[config.mk]
export PLATFORM = sky130hd
export DESIGN_NAME = monitor_capture_demux
export DESIGN_NICKNAME = d
export VERILOG_FILES = /design/src/rtl/monitor_capture_demux_pkg.sv /design/src/rtl/monitor_capture_demux_skid.sv /design/src/rtl/monitor_capture_demux.sv
export SDC_FILE = /design/constraint.sdc
export NUM_CORES = 1
export LEC_CHECK = 0
export CAP_MARGIN = 5
export CORE_MARGIN = 2
export CORE_UTILIZATION = 49
export CTS_BUF_LIST = sky130_fd_sc_hd__clkbuf_8 sky130_fd_sc_hd__clkbuf_16
export CTS_CLUSTER_DIAMETER = 150
export DETAILED_ROUTE_END_ITERATION = 16
export HOLD_SLACK_MARGIN = 0.08
export PLACE_DENSITY = 0.75
export SYNTH_ARGS = -nofsm -noshare
export SYNTH_HDL_FRONTEND = slang
export SYNTH_SLANG_ARGS = --single-unit
[constraint.sdc]
create_clock -name clk -period 10.85 [get_ports clk]
set_clock_uncertainty 0.15 [all_clocks]
set_input_delay 2.17 -clock clk [delete_from_list [all_inputs] [get_ports clk]]
set_output_delay 2.17 -clock clk [all_outputs]
set_load 0.01 [all_outputs]
[src/rtl/monitor_capture_demux_pkg.sv]
// Shared definitions for the capture-stream demultiplexer.
package monitor_capture_demux_pkg;

  // Packet counter width (counters wrap naturally).
  localparam int CNT_W = 16;

  // Skid buffer depth per output.
  localparam int SKID_DEPTH = 2;

  // Payload bit layout, MSB to LSB: {data, empty, eop, sop}.
  localparam int FLD_SOP   = 0;
  localparam int FLD_EOP   = 1;
  localparam int FLD_EMPTY = 2;

  // Route state: between packets, or inside a packet with dest latched.
  typedef enum logic {
    RT_IDLE = 1'b0,
    RT_PKT  = 1'b1
  } route_state_e;

  // Width of one buffered beat: data + empty + eop + sop.
  function automatic int payload_width(input int data_w, input int empty_w);
    return data_w + empty_w + 2;
  endfunction

endpackage

[src/rtl/monitor_capture_demux_skid.sv]
// Two-entry skid FIFO: accepts a beat every cycle while not full, so one
// cycle of downstream stall never creates a bubble.
module monitor_capture_demux_skid
  import monitor_capture_demux_pkg::*;
#(
  parameter int PAYLOAD_WIDTH = 36
) (
  input  logic                     clk,
  input  logic                     reset,
  input  logic                     in_valid,
  output logic                     in_ready,
  input  logic [PAYLOAD_WIDTH-1:0] in_payload,
  output logic                     out_valid,
  input  logic                     out_ready,
  output logic [PAYLOAD_WIDTH-1:0] out_payload,
  output logic [1:0]               count
);

  logic [SKID_DEPTH-1:0][PAYLOAD_WIDTH-1:0] mem;
  logic                                     wr_ptr;
  logic                                     rd_ptr;
  logic [1:0]                               cnt;
  logic                                     wr;
  logic                                     rd;

  assign in_ready    = (cnt < 2'd2);
  assign out_valid   = (cnt != 2'd0);
  assign out_payload = mem[rd_ptr];
  assign count       = cnt;
  assign wr          = in_valid && in_ready;
  assign rd          = out_valid && out_ready;

  // Storage, pointers and occupancy; read+write together keeps count.
  always_ff @(posedge clk or posedge reset) begin
    if (reset) begin
      mem    <= '0;
      wr_ptr <= 1'b0;
      rd_ptr <= 1'b0;
      cnt    <= 2'd0;
    end else begin
      if (wr) begin
        mem[wr_ptr] <= in_payload;
        wr_ptr      <= !wr_ptr;
      end
      if (rd) rd_ptr <= !rd_ptr;
      case ({wr, rd})
        2'b10:   cnt <= cnt + 2'd1;
        2'b01:   cnt <= cnt - 2'd1;
        default: cnt <= cnt;
      endcase
    end
  end

endmodule

[src/rtl/monitor_capture_demux.sv]
// Routes whole Avalon-ST packets to one of two outputs by the channel seen
// at packet start; counts delivered packets and flags framing violations.
module monitor_capture_demux
  import monitor_capture_demux_pkg::*;
#(
  parameter int DATA_WIDTH  = 32,
  parameter int EMPTY_WIDTH = 2
) (
  input  logic                   clk,
  input  logic                   reset,
  input  logic                   in_channel,
  input  logic                   in_valid,
  output logic                   in_ready,
  input  logic [DATA_WIDTH-1:0]  in_data,
  input  logic                   in_startofpacket,
  input  logic                   in_endofpacket,
  input  logic [EMPTY_WIDTH-1:0] in_empty,
  output logic                   out0_valid,
  input  logic                   out0_ready,
  output logic [DATA_WIDTH-1:0]  out0_data,
  output logic                   out0_startofpacket,
  output logic                   out0_endofpacket,
  output logic [EMPTY_WIDTH-1:0] out0_empty,
  output logic                   out1_valid,
  input  logic                   out1_ready,
  output logic [DATA_WIDTH-1:0]  out1_data,
  output logic                   out1_startofpacket,
  output logic                   out1_endofpacket,
  output logic [EMPTY_WIDTH-1:0] out1_empty,
  output logic [CNT_W-1:0]       pkt_count0,
  output logic [CNT_W-1:0]       pkt_count1,
  output logic                   framing_err
);

  localparam int PW = payload_width(DATA_WIDTH, EMPTY_WIDTH);

  route_state_e           state;
  route_state_e           state_nxt;
  logic                   dest;
  logic                   sel;
  logic                   accept;
  logic [PW-1:0]          in_payload;
  logic [1:0][1:0]        buf_cnt;
  logic [1:0]             buf_rdy;
  logic [1:0]             buf_wr;
  logic [1:0]             buf_vld;
  logic [1:0]             buf_out_rdy;
  logic [1:0][PW-1:0]     buf_out;
  logic [1:0][CNT_W-1:0]  pkt_cnt;
  logic                   ferr;

  // A SOP beat always re-selects the channel, even mid-packet, so a
  // malformed stream resynchronises on the next start.
  assign sel         = (state == RT_IDLE || in_startofpacket) ? in_channel : dest;
  // Ready looks only at the selected buffer's occupancy; output ready is
  // deliberately not in this path (the skid absorbs it).
  assign in_ready    = !reset && (buf_cnt[sel] < 2'd2);
  assign accept      = in_valid && in_ready;
  assign in_payload  = {in_data, in_empty, in_endofpacket, in_startofpacket};
  assign buf_out_rdy = {out1_ready, out0_ready};

  for (genvar g = 0; g < 2; g++) begin : g_out
    assign buf_wr[g] = accept && (sel == 1'(g)) && buf_rdy[g];

    monitor_capture_demux_skid #(
      .PAYLOAD_WIDTH (PW)
    ) u_skid (
      .clk         (clk),
      .reset       (reset),
      .in_valid    (buf_wr[g]),
      .in_ready    (buf_rdy[g]),
      .in_payload  (in_payload),
      .out_valid   (buf_vld[g]),
      .out_ready   (buf_out_rdy[g]),
      .out_payload (buf_out[g]),
      .count       (buf_cnt[g])
    );
  end

  // Route state register.
  always_ff @(posedge clk or posedge reset) begin
    if (reset) state <= RT_IDLE;
    else       state <= state_nxt;
  end

  // Next route state: any accepted beat enters/stays in a packet unless EOP.
  always_comb begin
    state_nxt = state;
    if (accept) state_nxt = in_endofpacket ? RT_IDLE : RT_PKT;
  end

  // Destination latch; sel already equals dest on non-SOP in-packet beats.
  always_ff @(posedge clk or posedge reset) begin
    if (reset)       dest <= 1'b0;
    else if (accept) dest <= sel;
  end

  // Per-output packet counters, bumped on each EOP written to that buffer.
  always_ff @(posedge clk or posedge reset) begin
    if (reset) pkt_cnt <= '0;
    else if (accept && in_endofpacket)
      pkt_cnt[sel] <= pkt_cnt[sel] + {{(CNT_W-1){1'b0}}, 1'b1};
  end

  // Sticky framing error: missing SOP between packets, or SOP inside one.
  always_ff @(posedge clk or posedge reset) begin
    if (reset) ferr <= 1'b0;
    else if (accept && ((state == RT_IDLE && !in_startofpacket) ||
                        (state == RT_PKT  &&  in_startofpacket)))
      ferr <= 1'b1;
  end

  assign out0_valid         = buf_vld[0];
  assign out0_data          = buf_out[0][PW-1 -: DATA_WIDTH];
  assign out0_empty         = buf_out[0][FLD_EMPTY +: EMPTY_WIDTH];
  assign out0_endofpacket   = buf_out[0][FLD_EOP];
  assign out0_startofpacket = buf_out[0][FLD_SOP];
  assign out1_valid         = buf_vld[1];
  assign out1_data          = buf_out[1][PW-1 -: DATA_WIDTH];
  assign out1_empty         = buf_out[1][FLD_EMPTY +: EMPTY_WIDTH];
  assign out1_endofpacket   = buf_out[1][FLD_EOP];
  assign out1_startofpacket = buf_out[1][FLD_SOP];
  assign pkt_count0         = pkt_cnt[0];
  assign pkt_count1         = pkt_cnt[1];
  assign framing_err        = ferr;

endmodule
==> metrics.md, run 1 <==
| Metric | Value |
|---|---|
| Synthesis warning total | `0` |
| FF+latch area | `4682 µm²` |
| Crit Path Class | `input port to output port` |
| Clk buf depth | `2` |
| Final Util | `0.6371` |
| Synth unique cells | `43` |
| IO Pins | `150` |
| Die Area | `18180 µm²` |
| RSZ-0062 raised after global routing | `no` |
| Max-slew violations | `0` |
| Htree depth | `4` |
| Metal2 WL | `9737 µm` |
| WL final | `18820 µm` |
| Site Rows | `47` |
| Hold path cells | `1` |
| Pin count of the biggest net entering global routing | `106` |
| Vias | `5227` |
| Layout cells sized above 1 | `0.3535` |
| Final Hold Fails | `0` |
| Vias in the first global route | `5749` |
| WL per Instance | `19.52 µm` |
| Period utilisation layout | `0.6142` |
| DR vias/cell | `5.422` |
| Sequential cell area fraction in the yosys report | `0.5579` |
| Met1 WL | `8073 µm` |
| Clock sinks | `187` |
| Slew margin rel. | `0.2751` |
| Die height | `134.8 µm` |
| Worst Path Max Fanout | `13` |
| Gr ovfl total | `0` |
| Num CTS Buffers | `17` |
| Post-CTS Resized | `0` |
| Top_reg_cell synth | `dfrtp_1` |
| R2R cell count | `6` |
| Most frequent cells in the layout | `214 x mux2_2, 185 x dfrtp_1, 149 x clkdlybuf4s50_1` |
| Nets@finish | `777` |
| Initial antenna violation count | `0` |
| Initial Utilization | `0.5040` |
| ANT cells | `0` |
| Critical Path AT | `4340 ps` |
| Hold Path Class | `flip-flop to flip-flop` |
| Post-CTS setup buffers | `0` |
| GPL Wtd Cong | `0.8934` |
| I/O Buffers | `149` |
| Dpl hpwl | `12160 µm` |
| Metal3 WL | `783 µm` |
| Area grow syn2layout | `26.40%` |
| Design Power | `3.082 mW` |
| Mapped Nets | `631` |
| Hold endpoint | `framing_err$_DFFE_PP0P_` |
| VDD IR max | `0.1648 mV` |
| Post-DRT Antenna Nets | `0` |
| Clock root cell | `clkbuf_16` |
| Max-cap violations | `0` |
| Uppermost routed layer | `met4` |
| Peak Freq | `150.1 MHz` |
| Remaining DRCs | `0` |
| Worst reg-to-reg setup slack | `8140 ps` |
| Synthesized instance count | `585` |
| CTS tree | `yes` |
| Pwr/cell area | `290.6 nW/µm²` |
| CP required | `8530 ps` |
| Global-route wire length before repair | `30910 µm` |
| Worst slew pin tran | `1084 ps` |
| Worst R2R Start | `state$_DFFE_PP0N_` |
| Mapped Area | `8388 µm²` |
| #FFs+latches synth | `187` |
| Fillers | `1290` |
| Core area | `16640 µm²` |
| Hold-fix buffers at CTS | `0` |
| Period minus WS final | `6664 ps` |
| Startpoint types | `input port` |
| Status | `completed` |
| FF-to-FF End | `g_out[1].u_skid.mem[47]$_DFFE_PP0P_` |
| Drt pass-1 iters | `4` |
| Clock Latency Late Sink | `420 ps` |
| Starting DRT DRC Count | `222` |
| Die width | `134.8 µm` |
| Reg clk slew, reported paths | `70 ps` |
| Multi-input logic area | `3497 µm²` |
| Static leakage | `4.576 nW` |
| Post-synth EDFFs | `0` |
| Fin Setup TNS | `0 ps` |
| Mean Syn Cell Area | `14.34 µm²` |
| Asr flop ratio synth | `1.000` |
| Startpoint of the worst hold path | `framing_err$_DFFE_PP0P_` |
| Setup violators final | `0` |
| Commonest non-fill, non-tap cell in the layout | `mux2_2` |
| Endpoint type of the worst setup path | `output port` |
| Gr usage total | `0.2180` |
[stage by stage]
| step | cells | area [µm²] | hold slack [ps] | setup WS (ps) |
|---|---|---|---|---|
| finish | 964 | 10600 | 330.5 | 4186 |
| detailed placement | 932 | 10010 | 317.0 | 4188 |
| floorplan | 585 | 8388 | 304.1 | 1948 |
| global placement | 932 | 10010 | 302.9 | 4192 |
| CTS | 964 | 10600 | 331.9 | 4179 |
| global route | 964 | 10600 | 346.3 | 4056 |
[state kept, by name, indices dropped and copies added (netlist names)]
name	count
g_out.u_skid.mem	144
pkt_count0	16
pkt_count1	16
g_out.u_skid.count	4
g_out.u_skid.rd_ptr	2
g_out.u_skid.wr_ptr	2
dest	1
framing_err	1
state	1
[cell type report]
class,count,share of cell area
flip-flops and latches,187,0.4416
multi-input cells,364,0.3298
repair buffers,152,0.1428
clock buffers,19,0.04272
well taps,220,0.02596
clock inverters,13,0.01345
inverters,9,0.003658
[how the worst max path moves through the flow]
stage | cells past startpoint | from | slack (ps) | endpoint
after floorplan | 2 | reset | 1950 | in_ready
after global placement | 8 | in_startofpacket | 4190 | in_ready
after detailed placement | 8 | in_startofpacket | 4190 | in_ready
after CTS | 8 | in_startofpacket | 4180 | in_ready
after global routing | 8 | in_startofpacket | 4060 | in_ready
final | 8 | in_startofpacket | 4190 | in_ready
[synth_stat cells, types with 4 or more instances]
cell type	instances	area [µm²]
and2_1	5	31.28
and3_1	5	31.28
and4_1	5	43.79
buf_2	4	20.02
buf_6	6	67.56
clkbuf_1	11	41.29
dfrtp_1	187	4679
ha_1	4	50.05
inv_1	7	26.28
mux2_1	4	45.04
mux2_2	214	2410
mux2i_1	6	60.06
nand2_1	17	63.81
nand3_1	11	55.05
nand4_1	12	75.07
nor2_1	7	26.28
nor3_1	9	45.04
o21ai_0	4	20.02
xnor2_1	24	210.2
xor2_1	12	105.1
[per-layer routing]
| layer | up-vias | track usage |
|---|---|---|
| met5 | - | 0 |
| met4 | 0 | 0.06082 |
| met3 | 20 | 0.04242 |
| met2 | 117 | 0.3821 |
| met1 | 2701 | 0.2763 |
| li1 | 2389 | - |
[kinds of logic (layout without fill, tap and decap cells)]
| logic type | after synthesis | count (layout) | synth area share |
|---|---|---|---|
| muxes | 225 | 225 | 0.3016 |
| DFF | 187 | 187 | 0.5579 |
| and+or+nand+nor | 85 | 85 | 0.05996 |
| xor gates and xnor gates | 36 | 36 | 0.03759 |
| buffers and inverters | 34 | 193 | 0.02521 |
| AOI/OAI and AO/OA | 14 | 14 | 0.01178 |
| adders and majority gates | 4 | 4 | 0.005967 |
[critical path: stages]
cell             delay (ps)
clkdlybuf4s50_1         530
inv_1                    60
ha_1                    230
mux2i_1                 150
buf_4                   230
mux2i_1                 280
and2_1                  160
clkdlybuf4s50_1         530
[report_power, final]
part | switching, mW | total [mW] | internal (mW)
combinational | 0.440 | 1.24 | 0.802
sequential | 0.234 | 1.22 | 0.987
clock | 0.265 | 0.619 | 0.354
total | 0.939 | 3.08 | 2.14
(Power assumes the default switching activity.)
==> run 2: changes to the inputs <==
- clock period: 10.85 -> 6.6 ns (I/O delays scaled with it)
==> metrics.md, run 2 (synthesis gave the netlist of run 1 again) <==
| Metric | Value |
|---|---|
| Static leakage | `4.589 nW (was 4.576 nW)` |
| Num CTS Buffers | `17 (unchanged)` |
| Dpl hpwl | `12180 µm (was 12160 µm)` |
| WL final | `18760 µm (was 18820 µm)` |
| IO Pins | `150 (unchanged)` |
| CP Launch Point | `in_startofpacket (unchanged)` |
| Placed cells | `932 (unchanged)` |
| Remaining DRCs | `0 (unchanged)` |
| Die height | `134.8 µm (unchanged)` |
| Critical Path AT | `3540 ps (was 4340 ps)` |
| Peak Freq | `199.8 MHz` |
| Area grow syn2layout | `27.06% (was 26.40%)` |
| Fin Setup TNS | `0 ps (unchanged)` |
| Worst reg-to-reg setup slack | `3660 ps (was 8140 ps)` |
| Post-CTS setup buffers | `0 (unchanged)` |
| Worst Path Max Fanout | `13 (unchanged)` |
| Hold endpoint | `g_out[0].u_skid.mem[27]$_DFFE_PP0P_ (was framing_err$_DFFE_PP0P_)` |
| Clk buf depth | `2 (unchanged)` |
| Worst R2R Start | `state$_DFFE_PP0N_ (unchanged)` |
| Startpoint types | `input port (unchanged)` |
| Setup violators final | `0 (unchanged)` |
| Core area | `16640 µm² (unchanged)` |
| Hold-fix buffers at CTS | `0 (unchanged)` |
| Uppermost routed layer | `met4 (unchanged)` |
| Worst slew pin tran | `1045 ps (was 1084 ps)` |
| VDD IR max | `0.2404 mV (was 0.1648 mV)` |
| Post-CTS Resized | `0 (unchanged)` |
| Gr usage total | `0.2131 (was 0.2180)` |
| Vias in the first global route | `5713 (was 5749)` |
| R2R cell count | `8 (was 6)` |
| Biggest register | `g_out.u_skid.mem (unchanged)` |
| Non-Filler Instances | `965 (was 964)` |
| Starting DRT DRC Count | `220 (was 222)` |
| Crit Path Class | `input port to output port (unchanged)` |
| Metal3 WL | `812 µm (was 783 µm)` |
| Initial Utilization | `0.5040 (unchanged)` |
| Global-route wire length before repair | `29950 µm (was 30910 µm)` |
| Clock root cell | `clkbuf_16 (unchanged)` |
| WL per Instance | `19.44 µm (was 19.52 µm)` |
| GPL Wtd Cong | `0.8747 (was 0.8934)` |
| I/O Buffers | `149 (unchanged)` |
| Period utilisation layout | `0.7583` |
| Most frequent cells in the layout | `214 x mux2_2, 185 x dfrtp_1, 149 x clkdlybuf4s50_1 (unchanged)` |
| Post-DRT Antenna Nets | `0 (unchanged)` |
| Reg clk slew, reported paths | `70 ps (about the same)` |
| Commonest non-fill, non-tap cell in the layout | `mux2_2 (unchanged)` |
| RSZ-0062 raised after global routing | `no (unchanged)` |
| Clock Latency Late Sink | `430 ps (was 420 ps)` |
| Max reg flops | `144 (unchanged)` |
| Dpl ws | `1618 ps (was 4188 ps)` |
| Die Area | `18180 µm² (unchanged)` |
| Initial antenna violation count | `0 (unchanged)` |
| Status | `completed (unchanged)` |
| Setup ws final | `1595 ps (was 4186 ps)` |
| Period minus WS final | `5005 ps` |
| DR vias/cell | `5.441 (was 5.422)` |
| Hold path cells | `1 (unchanged)` |
| Pwr/cell area | `481.8 nW/µm² (was 290.6 nW/µm²)` |
| FF-to-FF End | `g_out[1].u_skid.mem[11]$_DFFE_PP0P_ (was g_out[1].u_skid.mem[47]$_DFFE_PP0P_)` |
| Site Rows | `47 (unchanged)` |
| WHS | `340.2 ps (was 330.5 ps)` |
| Drt pass-1 iters | `4 (unchanged)` |
| Gr ovfl total | `0 (unchanged)` |
| Nets@finish | `777 (unchanged)` |
| Final Util | `0.6404 (was 0.6371)` |
| Layout cells sized above 1 | `0.3548 (was 0.3535)` |
| Htree depth | `4 (unchanged)` |
| CP required | `5130 ps (was 8530 ps)` |
| Die width | `134.8 µm (unchanged)` |
| Clock sinks | `187 (unchanged)` |
| Slew margin rel. | `0.3008 (was 0.2751)` |
| Final Hold Fails | `0 (unchanged)` |
| Startpoint of the worst hold path | `g_out[0].u_skid.mem[27]$_DFFE_PP0P_ (was framing_err$_DFFE_PP0P_)` |
| Metal2 WL | `9743 µm (was 9737 µm)` |
| Pin count of the biggest net entering global routing | `190 (was 106)` |
| Max-cap violations | `0 (unchanged)` |
| CTS tree | `yes (unchanged)` |
| Endpoint type of the worst setup path | `output port (unchanged)` |
| Vias | `5251 (was 5227)` |
| Hold Path Class | `flip-flop to flip-flop (unchanged)` |
| Met1 WL | `7897 µm (was 8073 µm)` |
| Max-slew violations | `0 (unchanged)` |
## run 2: cell count changes in the layout (fill, tap and decap cells not counted), sizes merged
cell	before	now
bufinv	2	4
clkinvlp	1	3
clkinv	6	4
clkbuf	19	17
diode	0	1
## run 2: worst max-delay path by stage
stage | to | slack, ps
floorplan | in_ready | 570
global placement | in_ready | 1640
detailed placement | in_ready | 1620
CTS | in_ready | 1610
global route | in_ready | 1450
finish | in_ready | 1590
## run 2: critical path, cell delays in order
cell	delay, ps
clkdlybuf4s50_1	550
inv_1	70
ha_1	240
mux2i_1	160
buf_4	230
mux2i_1	280
and2_1	160
clkdlybuf4s50_1	530
## run 2: per-layer routing
| layer | global-route usage | vias up |
|---|---|---|
| met5 | 0 | - |
| met4 | 0.08070 | 0 |
| met3 | 0.04880 | 28 |
| met2 | 0.3604 | 138 |
| met1 | 0.2677 | 2692 |
| li1 | - | 2393 |
## run 2: final cells by class
class / instances / area [µm²]
fill: 1200 / 5984
sequential: 187 / 4682
multi-input combinational: 364 / 3497
timing repair buffer: 152 / 1526
clock buffer: 17 / 425.4
tap: 220 / 275.3
clock inverter: 15 / 211.5
inverter: 9 / 37.54
antenna: 1 / 2.502
## run 2: report_power, final
part           internal (mW)  switching, mW
Clock                  0.643          0.454
Combinational           1.32          0.723
Sequential              1.62          0.374
Total                   3.58           1.55
## run 2: through the flow
| stage | power (mW) | instance area [µm²] |
|---|---|---|
| after floorplan | 3.073 | 8392 |
| after global placement | 3.984 | 10020 |
| final | 5.135 | 10660 |
| after detailed placement | 4.084 | 10020 |
| after global routing | 5.424 | 10660 |
| after CTS | 5.196 | 10660 |
